### src/rtl/ez8_prog_loader.sv
// ============================================================================
// ez8_prog_loader : serial frame loader for the EZ8 instruction memory
// Optional inter-byte timeout enabled by macro EZ8_LOADER_TIMEOUT_EN.
// Revision: 1.0
// ============================================================================
`default_nettype none

module ez8_prog_loader #(
   parameter int unsigned RESET_HOLD     = 16,
   parameter int unsigned TIMEOUT_CYCLES = 5000000
) (
   input  logic        clk,
   input  logic        reset,
   input  logic [7:0]  rx_data,
   input  logic        rx_valid,
   output logic        rx_ready,
   output logic [11:0] instr_writeaddr,
   output logic [15:0] instr_writedata,
   output logic        instr_write_en,
   output logic        cpu_pause,
   output logic        cpu_hold,
   output logic        busy,
   output logic        error
);

   typedef enum logic [2:0] {
      S_IDLE    = 3'd0,
      S_LEN_HI  = 3'd1,
      S_LEN_LO  = 3'd2,
      S_DATA_HI = 3'd3,
      S_DATA_LO = 3'd4,
      S_CHECK   = 3'd5,
      S_DONE    = 3'd6,
      S_ERROR   = 3'd7
   } state_t;

   localparam logic [7:0]  c_HOLD_LAST = 8'(RESET_HOLD - 1);
   localparam logic [23:0] c_TMO       = 24'(TIMEOUT_CYCLES);

   state_t      r_state, w_next;
   logic [7:0]  r_len_hi, r_data_hi, r_csum, r_hold;
   logic [12:0] r_len, r_words;
   logic [11:0] r_addr, r_waddr;
   logic [15:0] r_wdata, w_len;
   logic        r_error, r_we;
   logic        w_accept, w_sync, w_len_bad, w_last_word, w_timeout;

   assign rx_ready    = (r_state != S_DONE);
   assign w_accept    = rx_valid & rx_ready;
   assign w_sync      = w_accept & (rx_data == 8'hA5);
   assign w_len       = {r_len_hi, rx_data};
   assign w_len_bad   = (w_len == 16'd0) || (w_len > 16'd4096);
   assign w_last_word = ((r_words + 13'd1) == r_len);

`ifdef EZ8_LOADER_TIMEOUT_EN
   logic [23:0] r_tmo;
   logic        w_timed;

   assign w_timed   = (r_state == S_LEN_HI) || (r_state == S_LEN_LO) ||
                      (r_state == S_DATA_HI) || (r_state == S_DATA_LO) ||
                      (r_state == S_CHECK);
   assign w_timeout = w_timed & ~w_accept & (r_tmo == (c_TMO - 24'd1));

   always_ff @(posedge clk) begin
      if (reset || !w_timed || w_accept) r_tmo <= 24'd0;
      else                               r_tmo <= r_tmo + 24'd1;
   end
`else
   logic w_unused_tmo;
   assign w_unused_tmo = ^c_TMO;
   assign w_timeout    = 1'b0;
`endif

   always_ff @(posedge clk) begin
      if (reset) r_state <= S_IDLE;
      else       r_state <= w_next;
   end

   always_comb begin
      w_next = r_state;
      case (r_state)
         S_IDLE, S_ERROR: if (w_sync)   w_next = S_LEN_HI;
         S_LEN_HI:        if (w_accept) w_next = S_LEN_LO;
         S_LEN_LO:        if (w_accept) w_next = w_len_bad ? S_ERROR : S_DATA_HI;
         S_DATA_HI:       if (w_accept) w_next = S_DATA_LO;
         S_DATA_LO:       if (w_accept) w_next = w_last_word ? S_CHECK : S_DATA_HI;
         S_CHECK:         if (w_accept) w_next = (rx_data == r_csum) ? S_DONE : S_ERROR;
         S_DONE:          if (r_hold == 8'd0) w_next = S_IDLE;
         default:         w_next = S_IDLE;
      endcase
      if (w_timeout) w_next = S_ERROR;
   end

   always_ff @(posedge clk) begin
      if (reset) begin
         r_len_hi  <= 8'd0;
         r_data_hi <= 8'd0;
         r_csum    <= 8'd0;
         r_hold    <= 8'd0;
         r_len     <= 13'd0;
         r_words   <= 13'd0;
         r_addr    <= 12'd0;
         r_waddr   <= 12'd0;
         r_wdata   <= 16'd0;
         r_error   <= 1'b0;
         r_we      <= 1'b0;
      end else begin
         r_we <= 1'b0;
         case (r_state)
            S_IDLE, S_ERROR: if (w_sync) begin
               r_error <= 1'b0;
               r_addr  <= 12'd0;
               r_csum  <= 8'd0;
               r_words <= 13'd0;
            end
            S_LEN_HI:  if (w_accept) r_len_hi <= rx_data;
            S_LEN_LO:  if (w_accept) r_len <= w_len[12:0];
            S_DATA_HI: if (w_accept) begin
               r_data_hi <= rx_data;
               r_csum    <= r_csum + rx_data;
            end
            S_DATA_LO: if (w_accept) begin
               r_we    <= 1'b1;
               r_wdata <= {r_data_hi, rx_data};
               r_waddr <= r_addr;
               r_addr  <= r_addr + 12'd1;
               r_words <= r_words + 13'd1;
               r_csum  <= r_csum + rx_data;
            end
            S_CHECK:   if (w_accept) r_hold <= c_HOLD_LAST;
            S_DONE:    if (r_hold != 8'd0) r_hold <= r_hold - 8'd1;
            default:   ;
         endcase
         // Every path into ERROR (bad length, bad checksum, timeout) flags it here.
         if (w_next == S_ERROR) r_error <= 1'b1;
      end
   end

   assign instr_write_en  = r_we;
   assign instr_writeaddr = r_waddr;
   assign instr_writedata = r_wdata;
   assign cpu_pause       = (r_state != S_IDLE);
   assign cpu_hold        = (r_state != S_IDLE);
   assign busy            = (r_state != S_IDLE) && (r_state != S_ERROR);
   assign error           = r_error;

endmodule

`default_nettype wire

### config.mk
export PLATFORM = sky130hd
export DESIGN_NAME = ez8_prog_loader
export DESIGN_NICKNAME = d
export VERILOG_FILES = /design/src/rtl/ez8_prog_loader.sv
export SDC_FILE = /design/constraint.sdc
export NUM_CORES = 1
export LEC_CHECK = 0
export ABC_AREA = 1
export BUFFER_PORTS_ARGS = -buffer_cell sky130_fd_sc_hd__buf_2
export CAP_MARGIN = 20
export CORE_AREA = 4 4 103 115
export CTS_BUF_LIST = sky130_fd_sc_hd__clkbuf_4 sky130_fd_sc_hd__clkbuf_8 sky130_fd_sc_hd__clkbuf_16
export DETAILED_ROUTE_END_ITERATION = 8
export DIE_AREA = 0 0 107 119
export GPL_TIMING_DRIVEN = 0
export HOLD_SLACK_MARGIN = 0.02
export SLEW_MARGIN = 10
export SYNTH_ARGS = -nofsm -noshare
export SYNTH_HDL_FRONTEND = slang
export SYNTH_SLANG_ARGS = --single-unit
### constraint.sdc
create_clock -name clk -period 4.1 [get_ports clk]
set_input_delay 0.41 -clock clk [delete_from_list [all_inputs] [get_ports clk]]
set_output_delay 0.41 -clock clk [all_outputs]
set_load 0.01 [all_outputs]
==> metrics.cfg, run 1 <==
[global_route]
antenna_found_initial=0
grt_max_degree=17
grt_overflow=0
grt_pass1_wl_um=21100
grt_pass1_vias=4431
grt_usage_pct=20.8

[flow_run]
cap_violations=0

[power_and_ir_drop]
p_leak_nw=2.40
pwr-share-comb_pct=3.4
p_int_mw=1.46
p_clk_share_pct=43.2
p_total_mw=1.88
p_per_area_mw_per_mm2=333
ir_drop_mv=0.216
swShare_pct=22.2
seqPwrFrac_pct=53.3
power_switching_mw=0.417

[timing]
finalWorstSetupSlack_ps=1850
skew_ps=6.20
min_period_ps=2250
max_freq_ghz=0.444
slew_viol_final=0
fin_crit_sh_pct=55.0
tns_ps=0
rsz0062_at_grt=no
setup_viol=0
slew_headroom_pct=47.8
hold_violations=0
worst_pin_slew_ps=783

[yosys]
syn_inst=695
synth_area_leader_cell=dfxtp_1
synth_seq_area_share_pct=41.6
syn_area_mm2=0.00496
yosysUniqueCellTypes=41
synth_fp_nets=717
synth_compound_gate_area_share_pct=17.6
ys_seq_elements=103
postSynthAreaPerCell_um2=7.14
synth_area_leaders=dfxtp_1, nand2_1, a21oi_1
yosys_warnings=0
synth_xor_area_share_pct=0.883
synthAdderAreaFrac_pct=2.93
synth_top_family_by_area=simple AND/OR/NAND/NOR gates
synthMuxAreaShare_pct=0
yosys.area_share.simple_pct=29.4
synth_top_area_share_pct=41.6

[clock_network]
hold_buffers=0
numCtsBuffers=9
clkTransAtPathRegs_ps=70
cts_tree=yes
clk_latency_ps=340
cts_resized=0
root_buffer=clkbuf_16
clock-sinks=103
htree_levels=3
post_cts_buffers=0
clk_path_buf_depth=2

[critical_path]
startpoint_type=flip-flop
cp_max_fo=5
crit_type=reg2reg
critPathArrivalTime_ps=2490
worst-endpoint-required_ps=4340
worst_setup_path_end_kind=flip-flop

[worst_hold_path]
holdCritPathClass=in2reg

[detailed_routing]
drc=0
routed_via_density=5.18
wl_um=12700
ant_nets=0
wl_per_cell_um=14.1
first_pass_iters=5
vias=4665
drt-initial-drc-count=274

[floorplanning]
die_h_um=119
row_count=40
die_x_um=107
core_mm2=0.0107
io_pins=45
initial_core_util_pct=46.3
die-area_mm2=0.0127

[place]
dp_hpwl_um=9630
gp_congestion=0.856
place_ws_ps=1820
portBuffers=43
dp_cells=885

[run_status]
status=finished, final reports clean

[layout]
fin_util_pct=52.7
antenna_cells=0
drive_gt1_share_pct=14.3
fillCellCount=1128
nNetsFinal=771
final_cells=900
area_delta_synth_final_pct=13.7

layout by cell type (no fill, tap or decap), types with 2 or more instances in the layout:
| cell type | n |
|---|---|
| buf_4 | 2 |
| nand2_2 | 7 |
| nand3b_1 | 5 |
| inv_2 | 8 |
| a21oi_1 | 81 |
| or2_2 | 5 |
| inv_1 | 63 |
| clkbuf_16 | 9 |
| ha_1 | 10 |
| nand3_1 | 42 |
| nor3_2 | 3 |
| o21a_1 | 3 |
| buf_2 | 47 |
| nor2_4 | 5 |
| clkbuf_8 | 2 |
| dfxtp_1 | 103 |
| o21ai_1 | 3 |
| nand4_1 | 8 |
| nor3_1 | 15 |
| a31oi_1 | 2 |
| nand2_1 | 131 |
| xor2_1 | 3 |
| nand3_2 | 2 |
| clkbuf_1 | 16 |
| a22oi_1 | 2 |
| nor2_1 | 76 |
| o21ai_0 | 67 |
| nor2_2 | 7 |
| nor4_1 | 6 |
| xnor2_1 | 2 |
| nand2_4 | 2 |
metrics by stage:
step	instance area (um2)	hold slack (ps)
2_1_floorplan	4960	444
3_3_place_gp	5360	442
3_5_place_dp	5360	442
4_1_cts	5640	451
5_1_grt	5640	464
6_report	5640	459
cells by family after synthesis:
kind of cell / after synthesis
flops: 103
compound gates: 165
fa+ha+maj: 11
xor+xnor: 5
simple gates: 316
buf+inv: 95
state kept, by name, indices dropped and copies added (netlist names):
name             flops
instr_writeaddr     12
r_addr              12
r_words             13
instr_writedata     16
r_len_hi             8
error                1
r_hold               8
r_data_hi            8
r_state              3
r_len               13
r_csum               8
instr_write_en       1
worst paths after layout:
path                   start           to  slack, ps  cells after the start
hold reg to reg        error        error        460                      2
setup / recovery  r_words[0]        error       1850                     14
hold / removal    rx_data[6]  r_len_hi[6]        460                      3
setup reg to reg  r_words[0]        error       1850                     14
layer usage:
| layer | up-vias | GRT usage [%] | routed length (um) |
|---|---|---|---|
| met5 | - | 0 | 0 |
| met2 | 91 | 35.5 | 6280 |
| met1 | 2135 | 25.9 | 5720 |
| li1 | 2417 | - | - |
| met3 | 22 | 3.96 | 434 |
| met4 | 0 | 7.99 | 282 |
final cells by class:
type / count / area (um2) / share of cell area, %
multi-input combinational: 497 / 2520 / 44.7
sequential: 103 / 2060 / 36.5
inverter: 71 / 267 / 4.72
clock buffer: 11 / 253 / 4.48
timing repair buffer: 43 / 215 / 3.81
tap: 147 / 184 / 3.26
buffer: 24 / 111 / 1.97
clock inverter: 4 / 30.0 / 0.532
synth_stat cells (all sizes together):
library cell and count:
a211oi 1, a21oi 83, a221oi 1, a22oi 2
a31oi 2, a32oi 1, buf 7, clkbuf 17
dfxtp 103, fa 1, ha 10, inv 71
nand2 140, nand3 44, nand3b 5, nand4 8
nor2 88, nor3 19, nor3b 1, nor4 6
o21a 3, o21ai 70, o21bai 1, o311ai 1
or2 5, xnor2 2, xor2 3
worst max-delay path, cell delays in order, from the launching register on:
cell     delay (ps)
dfxtp_1         400
ha_1            230
nand3_1         160
nor2_2          260
nand2_1         110
nand3_1         110
nand2_1          60
nor2_1          140
nand2_1          70
nor2_1          180
nand3_1         100
nand2_1          70
nand3_1         110
nand3_1         110
nand2_1          50
power by group through the flow:
| stage | registers (mW) | clock network [mW] | logic, mW |
|---|---|---|---|
| floorplan | 1.02 | 0 | 0.0368 |
| global placement | 1.02 | 0 | 0.0636 |
| detailed placement | 1.02 | 0 | 0.0642 |
| CTS | 1.00 | 0.841 | 0.0644 |
| global route | 1.00 | 0.889 | 0.0704 |
| finish | 1.00 | 0.812 | 0.0642 |
(Power assumes the default switching activity.)
==> run 2, diff against run 1 <==
Settings changed: ABC_AREA 1 to 0, CORE_AREA 4 4 103 115 to 4 4 102 114, DIE_AREA 0 0 107 119 to 0 0 106 118, PLACE_DENSITY set to 0.67.
Clock period 4.1 ns to 2 ns, I/O delays scaled along.
==> run 2 against run 1 <==
  * The flow now finishes with violations (setup timing)
  * Non-clock buffer count up 16
  * Synthesized cell count down 12%
  * Clock skew is 2.2 ps higher
  * Die area fell by 1.8%
  * Cell area is 5.2% higher
  * Cell count down 9.2%
==> metrics.cfg, run 2 <==
[yosys]
ys.flop_type=dfxtp_1
syn_area_mm2=0.00486  ; -2.1%
yosysUniqueCellTypes=53  ; +29%
syn_inst=609  ; -12%
synth_area_leaders=dfxtp_1, nand2_1, a21oi_1
yosys_warnings=0  ; unchanged
yosys-top-cells-count=nand2_1, dfxtp_1, a21oi_1, nor2_1, nand3_1
synth_top_area_share_pct=42.5  ; +0.88 points
synth_most_common_cell=nand2_1
synth-edff-count=0  ; unchanged
postSynthAreaPerCell_um2=7.98  ; +12%
synth_fp_nets=631  ; -12%
async_flop_share_pct=0  ; unchanged
synth_area_leader_cell=dfxtp_1
synth_seq_area_share_pct=42.5  ; +0.88 points
ys_seq_elements=103  ; unchanged

[layout]
final_cell_mix=nand2_1, dfxtp_1, a21oi_1
area_delta_synth_final_pct=22.2
nNetsFinal=691  ; -10%
seq_area_mm2=0.00209  ; +1.3%
antenna_cells=0  ; unchanged
drive_gt1_share_pct=19.4  ; +5.1 points
layout_commonest_cell=nand2_1
multi_input_area_mm2=0.00287  ; +14%
largest_reg_flops=16  ; unchanged
fillCellCount=990  ; -12%

[timing]
rsz0062_at_grt=yes
max_freq_ghz=0.500  ; +13%
tns_ps=-1.24  ; -1.24 ps
skew_ps=8.45  ; +2.25 ps
setup_viol=1  ; +1
finalWorstSetupSlack_ps=-1.24  ; -1850 ps
fin_crit_sh_pct=100  ; +45 points
slew_headroom_pct=56.5  ; +8.7 points
worst_pin_slew_ps=649  ; -134 ps
slew_viol_final=0  ; unchanged
hold_violations=0  ; unchanged
hold_ws_ps=203  ; -257 ps
min_period_ps=2000  ; -253 ps

[clock_network]
clkTransAtPathRegs_ps=70  ; about the same
root_buffer=clkbuf_16
cts_tree=yes
htree_levels=3  ; unchanged
numCtsBuffers=9  ; unchanged
clock-sinks=103  ; unchanged
clk_latency_ps=340  ; about the same
clk_path_buf_depth=2  ; unchanged

[power_and_ir_drop]
p_total_mw=4.10  ; +120%
p_per_area_mw_per_mm2=691  ; +110%
ir_drop_mv=0.403  ; +87%
p_leak_nw=2.15  ; -10%

[critical_path]
cpMaxStageDelayCell=o41a_1
worst_setup_path_end_kind=flip-flop
crit_path_end=r_state[1]
critPathArrivalTime_ps=2230  ; -260 ps
crit_type=reg2reg
cp_max_fo=7  ; +2
crit_chain=ha_4 > and3_4 > and3_4 > xnor2_1 > a221oi_2 > o2111ai_2 > o41a_1
rrSetupSlack_ps=-1  ; -1850 ps
startpoint_type=flip-flop
r2r_start=r_words[0]
crit_top_cell=and3_4
rr_endpoint=r_state[1]
cp_slowest_stage_delay_ps=400  ; about the same
reg2reg_depth=7  ; -7
crit_start=r_words[0]
worst-endpoint-required_ps=2220  ; -2120 ps

[global_route]
antenna_found_initial=0  ; unchanged
grt_pass1_wl_um=21400  ; +1.2%
grt_pass1_vias=4407  ; -0.54%
grt_usage_pct=20.9  ; +0.093 points
grt_max_degree=18  ; +1
grt_overflow=0  ; unchanged

[flow_run]
cap_violations=0  ; unchanged

[run_status]
status=finished, violations left
violations=setup timing

[detailed_routing]
wl_um=13000  ; +2.5%
first_pass_iters=4  ; -1
ant_nets=0  ; unchanged
drc=0  ; unchanged
wl_per_cell_um=16.0  ; +13%
routed_via_density=5.49  ; +6.0%
drt-initial-drc-count=211  ; -23%
vias=4488  ; -3.8%

[floorplanning]
initial_core_util_pct=47.0  ; +0.64 points
io_pins=45  ; unchanged
die_h_um=118  ; -0.84%
die_x_um=106  ; -0.93%
row_count=39  ; -2.5%
die-area_mm2=0.0125  ; -1.8%
core_mm2=0.0103  ; -3.4%

[worst_hold_path]
holdCritPathClass=in2reg

[place]
portBuffers=43  ; unchanged
dp_hpwl_um=9160  ; -4.8%
gp_congestion=0.880  ; +2.8%

run 2: worst min path at each step:
stage,startpoint,end,slack [ps],cells past startpoint
after floorplan,rx_data[0],r_data_hi[0],340,2
after global placement,instr_writeaddr[9],instr_writeaddr[9],440,2
after detailed placement,r_data_hi[0],instr_writedata[8],450,2
after CTS,rx_data[6],r_data_hi[6],190,3
after global routing,rx_data[4],r_len[4],220,3
final,rx_data[6],r_data_hi[6],200,3
run 2: where the power goes:
part | switching (mW) | internal [mW] | total [mW] | leakage [nW]
logic | 0.0981 | 0.0315 | 0.130 | 1.16
registers | 0.000323 | 2.04 | 2.04 | 0.836
clock network | 0.790 | 1.14 | 1.93 | 0.159
run 2: routing by layer:
| layer | track usage, % | routed length [um] | vias up |
|---|---|---|---|
| li1 | - | - | 2222 |
| met4 | 5.26 | 202 | 0 |
| met3 | 3.89 | 634 | 16 |
| met5 | 0 | 0 | - |
| met1 | 25.8 | 5630 | 2114 |
| met2 | 37.3 | 6570 | 136 |
run 2: cell type report:
type	instances	share of cell area (%)
multi-input cells	465	48.4
flip-flops and latches	103	35.2
repair buffers	55	5.21
clock buffers	10	4.03
well taps	143	3.01
plain buffers	28	2.19
clock inverters	6	1.52
inverters	7	0.443
run 2: timing repair:
item / CTS / global route
hold buffers: 0 / 0
pin swaps: 10 / 14
setup endpoints to repair: 62 / 68
setup buffers: 9 / 3
gates resized for setup: 43 / 29
run 2: kinds of logic after synthesis:
| kind of cell | after synthesis | synth area share [%] |
|---|---|---|
| adder cells (fa/ha/maj) | 11 | 2.99 |
| multiplexers | 9 | 1.85 |
| AO/OA/AOI/OAI | 122 | 15.1 |
| flip-flops | 103 | 42.5 |
| XOR/XNOR | 42 | 7.57 |
| AND/OR/NAND/NOR | 281 | 26.5 |
| buffers and inverters | 41 | 3.58 |
run 2: metrics by stage:
stage / instances / utilization (%) / area (um2) / worst slack, ps
2_1_floorplan: 609 / - / 4870 / 10.9
3_3_place_gp: 795 / 50.9 / 5270 / -257
3_5_place_dp: 795 / 50.9 / 5270 / -327
4_1_cts: 817 / 55.9 / 5790 / -22.8
5_1_grt: 817 / 57.4 / 5930 / -48.6
6_report: 817 / 57.4 / 5930 / -1.24
run 2: critical path, delay by kind of cell, from the launching register on:
| family | cells | cell delay (ps) |
|---|---|---|
| AOI/OAI and AO/OA | 3 | 820 |
| adders and majority gates | 1 | 170 |
| DFF | 1 | 360 |
| xor gates and xnor gates | 1 | 140 |
| and+or+nand+nor | 2 | 400 |
==> run 3, diff against run 2 <==
Settings changed: HOLD_SLACK_MARGIN 0.02 to not set, PLACE_DENSITY 0.67 to not set.
Clock period 2 ns to 2.6 ns, I/O delays scaled along.
==> run 3 against run 2 <==
  * The run now ends clean
  * Clock power shrank 25%
  * Sequential cell count is the same
  * Critical path depth grew 1
==> metrics.cfg, run 3 (synthesis gave the netlist of run 2 again) <==
[run_status]
status=finished, final reports clean

[detailed_routing]
first_pass_iters=4  ; unchanged
routed_via_density=5.36  ; -2.5%
drt-initial-drc-count=168  ; -20%
drc=0  ; unchanged
ant_nets=0  ; unchanged
vias=4343  ; -3.2%
wl_per_cell_um=15.4  ; -3.4%
wl_um=12500  ; -4.1%

[floorplanning]
row_count=39  ; unchanged
io_pins=45  ; unchanged
die_x_um=106  ; unchanged
initial_core_util_pct=47.0  ; unchanged
die-area_mm2=0.0125  ; unchanged
die_h_um=118  ; unchanged
core_mm2=0.0103  ; unchanged

[timing]
setup_viol=0  ; -1
worst_pin_slew_ps=878  ; +229 ps
fin_crit_sh_pct=94.7  ; -5.4 points
min_period_ps=2460  ; +461 ps
finalWorstSetupSlack_ps=138  ; +139 ps
slew_headroom_pct=41.2  ; -15 points
tns_ps=0  ; +1.24 ps
rsz0062_at_grt=no
slew_viol_final=0  ; unchanged
max_freq_ghz=0.406  ; -19%
skew_ps=4.50  ; -3.95 ps
hold_violations=0  ; unchanged

[clock_network]
root_buffer=clkbuf_16
clkTransAtPathRegs_ps=70  ; about the same
clock-sinks=103  ; unchanged
cts_tree=yes
cts_resized=0  ; -100%
clk_path_buf_depth=2  ; unchanged
post_cts_buffers=0  ; -9
numCtsBuffers=9  ; unchanged
hold_buffers=0  ; unchanged
clk_latency_ps=340  ; about the same
htree_levels=3  ; unchanged

[place]
gp_congestion=0.812  ; -7.8%
placed_cell_area_mm2=0.00525  ; -0.26%
portBuffers=43  ; unchanged
dp_hpwl_um=9090  ; -0.73%
place_ws_ps=160  ; +487 ps

[critical_path]
critPathArrivalTime_ps=2690  ; +460 ps
worst-endpoint-required_ps=2830  ; +610 ps
cp_max_fo=7  ; unchanged
r2r_start=r_words[0]
crit_chain=ha_1 > and3_1 > buf_4 > and3_1 > xnor2_1 > a221oi_1 > o2111ai_1 > o41a_1
worst_setup_path_end_kind=flip-flop
crit_top_cell=and3_1
reg2reg_depth=8  ; +1
cpMaxStageDelayCell=dfxtp_1
rrSetupSlack_ps=140  ; +140 ps
crit_type=reg2reg
cp_slowest_stage_delay_ps=430  ; +30 ps
startpoint_type=flip-flop
rr_endpoint=r_state[1]

[layout]
largest_reg_flops=16  ; unchanged
design_area_mm2=0.00557  ; -6.1%
layout_commonest_cell=nand2_1
antenna_cells=0  ; unchanged
final_cell_mix=nand2_1, dfxtp_1, a21oi_1
nNetsFinal=686  ; -0.72%
area_delta_synth_final_pct=14.7
drive_gt1_share_pct=10.9  ; -8.5 points

[power_and_ir_drop]
p_per_area_mw_per_mm2=560  ; -19%
p_leak_nw=2.05  ; -4.7%
ir_drop_mv=0.329  ; -19%

[global_route]
grt_usage_pct=20.6  ; -0.31 points
antenna_found_initial=0  ; unchanged
grt_max_degree=18  ; unchanged
grt_pass1_wl_um=20900  ; -2.4%
grt_overflow=0  ; unchanged
grt_pass1_vias=4236  ; -3.9%

[worst_hold_path]
holdPathStages=3  ; unchanged
whs_endpoint=r_data_hi[6]
worstHoldStart=rx_data[6]
holdCritPathClass=in2reg

[flow_run]
cap_violations=0  ; unchanged

run 3: cell types whose count changed in the layout (fill, tap and decap cells not counted), moves of 6 or more:
cell	delta
dfxtp_2	-6
buf_4	-8
dfxtp_1	+11
clkbuf_1	+6
run 3: worst max path at each step:
stage | endpoint | slack, ps | depth (start not counted) | from
final | r_state[1] | 140 | 8 | r_words[0]
after global routing | r_state[1] | 20 | 8 | r_words[0]
after CTS | r_state[1] | 180 | 8 | r_words[0]
after detailed placement | r_csum[7] | 160 | 8 | rx_data[1]
after global placement | r_state[1] | 190 | 8 | r_words[0]
after floorplan | r_state[1] | 510 | 8 | r_words[0]
run 3: final cells by class:
| cell class | count | area (um2) |
|---|---|---|
| Fill cell | 1053 | 4770 |
| Multi-Input combinational cell | 465 | 2620 |
| Sequential cell | 103 | 2060 |
| Clock buffer | 9 | 225 |
| Timing Repair Buffer | 44 | 220 |
| Tap cell | 143 | 179 |
| Buffer | 34 | 148 |
| Clock inverter | 6 | 91.3 |
| Inverter | 7 | 26.3 |
run 3: metal layers:
layer	up-vias	wire length, um	GRT usage (%)
met5	-	0	0
met4	0	177	6.96
met3	13	603	4.00
met2	89	6220	35.2
met1	2029	5510	25.8
li1	2212	-	-
run 3: critical path, delay by kind of cell, from the launching register on:
| family | cells | cell delay (ps) |
|---|---|---|
| compound gates | 3 | 970 |
| flops | 1 | 430 |
| simple gates | 2 | 400 |
| fa+ha+maj | 1 | 330 |
| buf+inv | 1 | 140 |
| xor+xnor | 1 | 90 |
run 3: through the flow:
stage / hold slack, ps / std cells / power (mW) / utilization [%]
4_1_cts: 232 / 810 / 3.16 / 53.8
3_5_place_dp: 445 / 795 / 1.71 / 50.8
6_report: 248 / 811 / 3.12 / 53.9
5_1_grt: 260 / 811 / 3.23 / 53.9
2_1_floorplan: 396 / 609 / 1.66 / -
3_3_place_gp: 441 / 795 / 1.70 / 50.8
run 3: report_power, final:
group | total, mW | internal, mW | leakage (nW) | switching, mW
sequential | 1.58 | 1.58 | 0.829 | 0.000220
combinational | 0.0918 | 0.0214 | 1.07 | 0.0704
clock | 1.45 | 0.847 | 0.157 | 0.606
total | 3.12 | 2.45 | 2.05 | 0.677
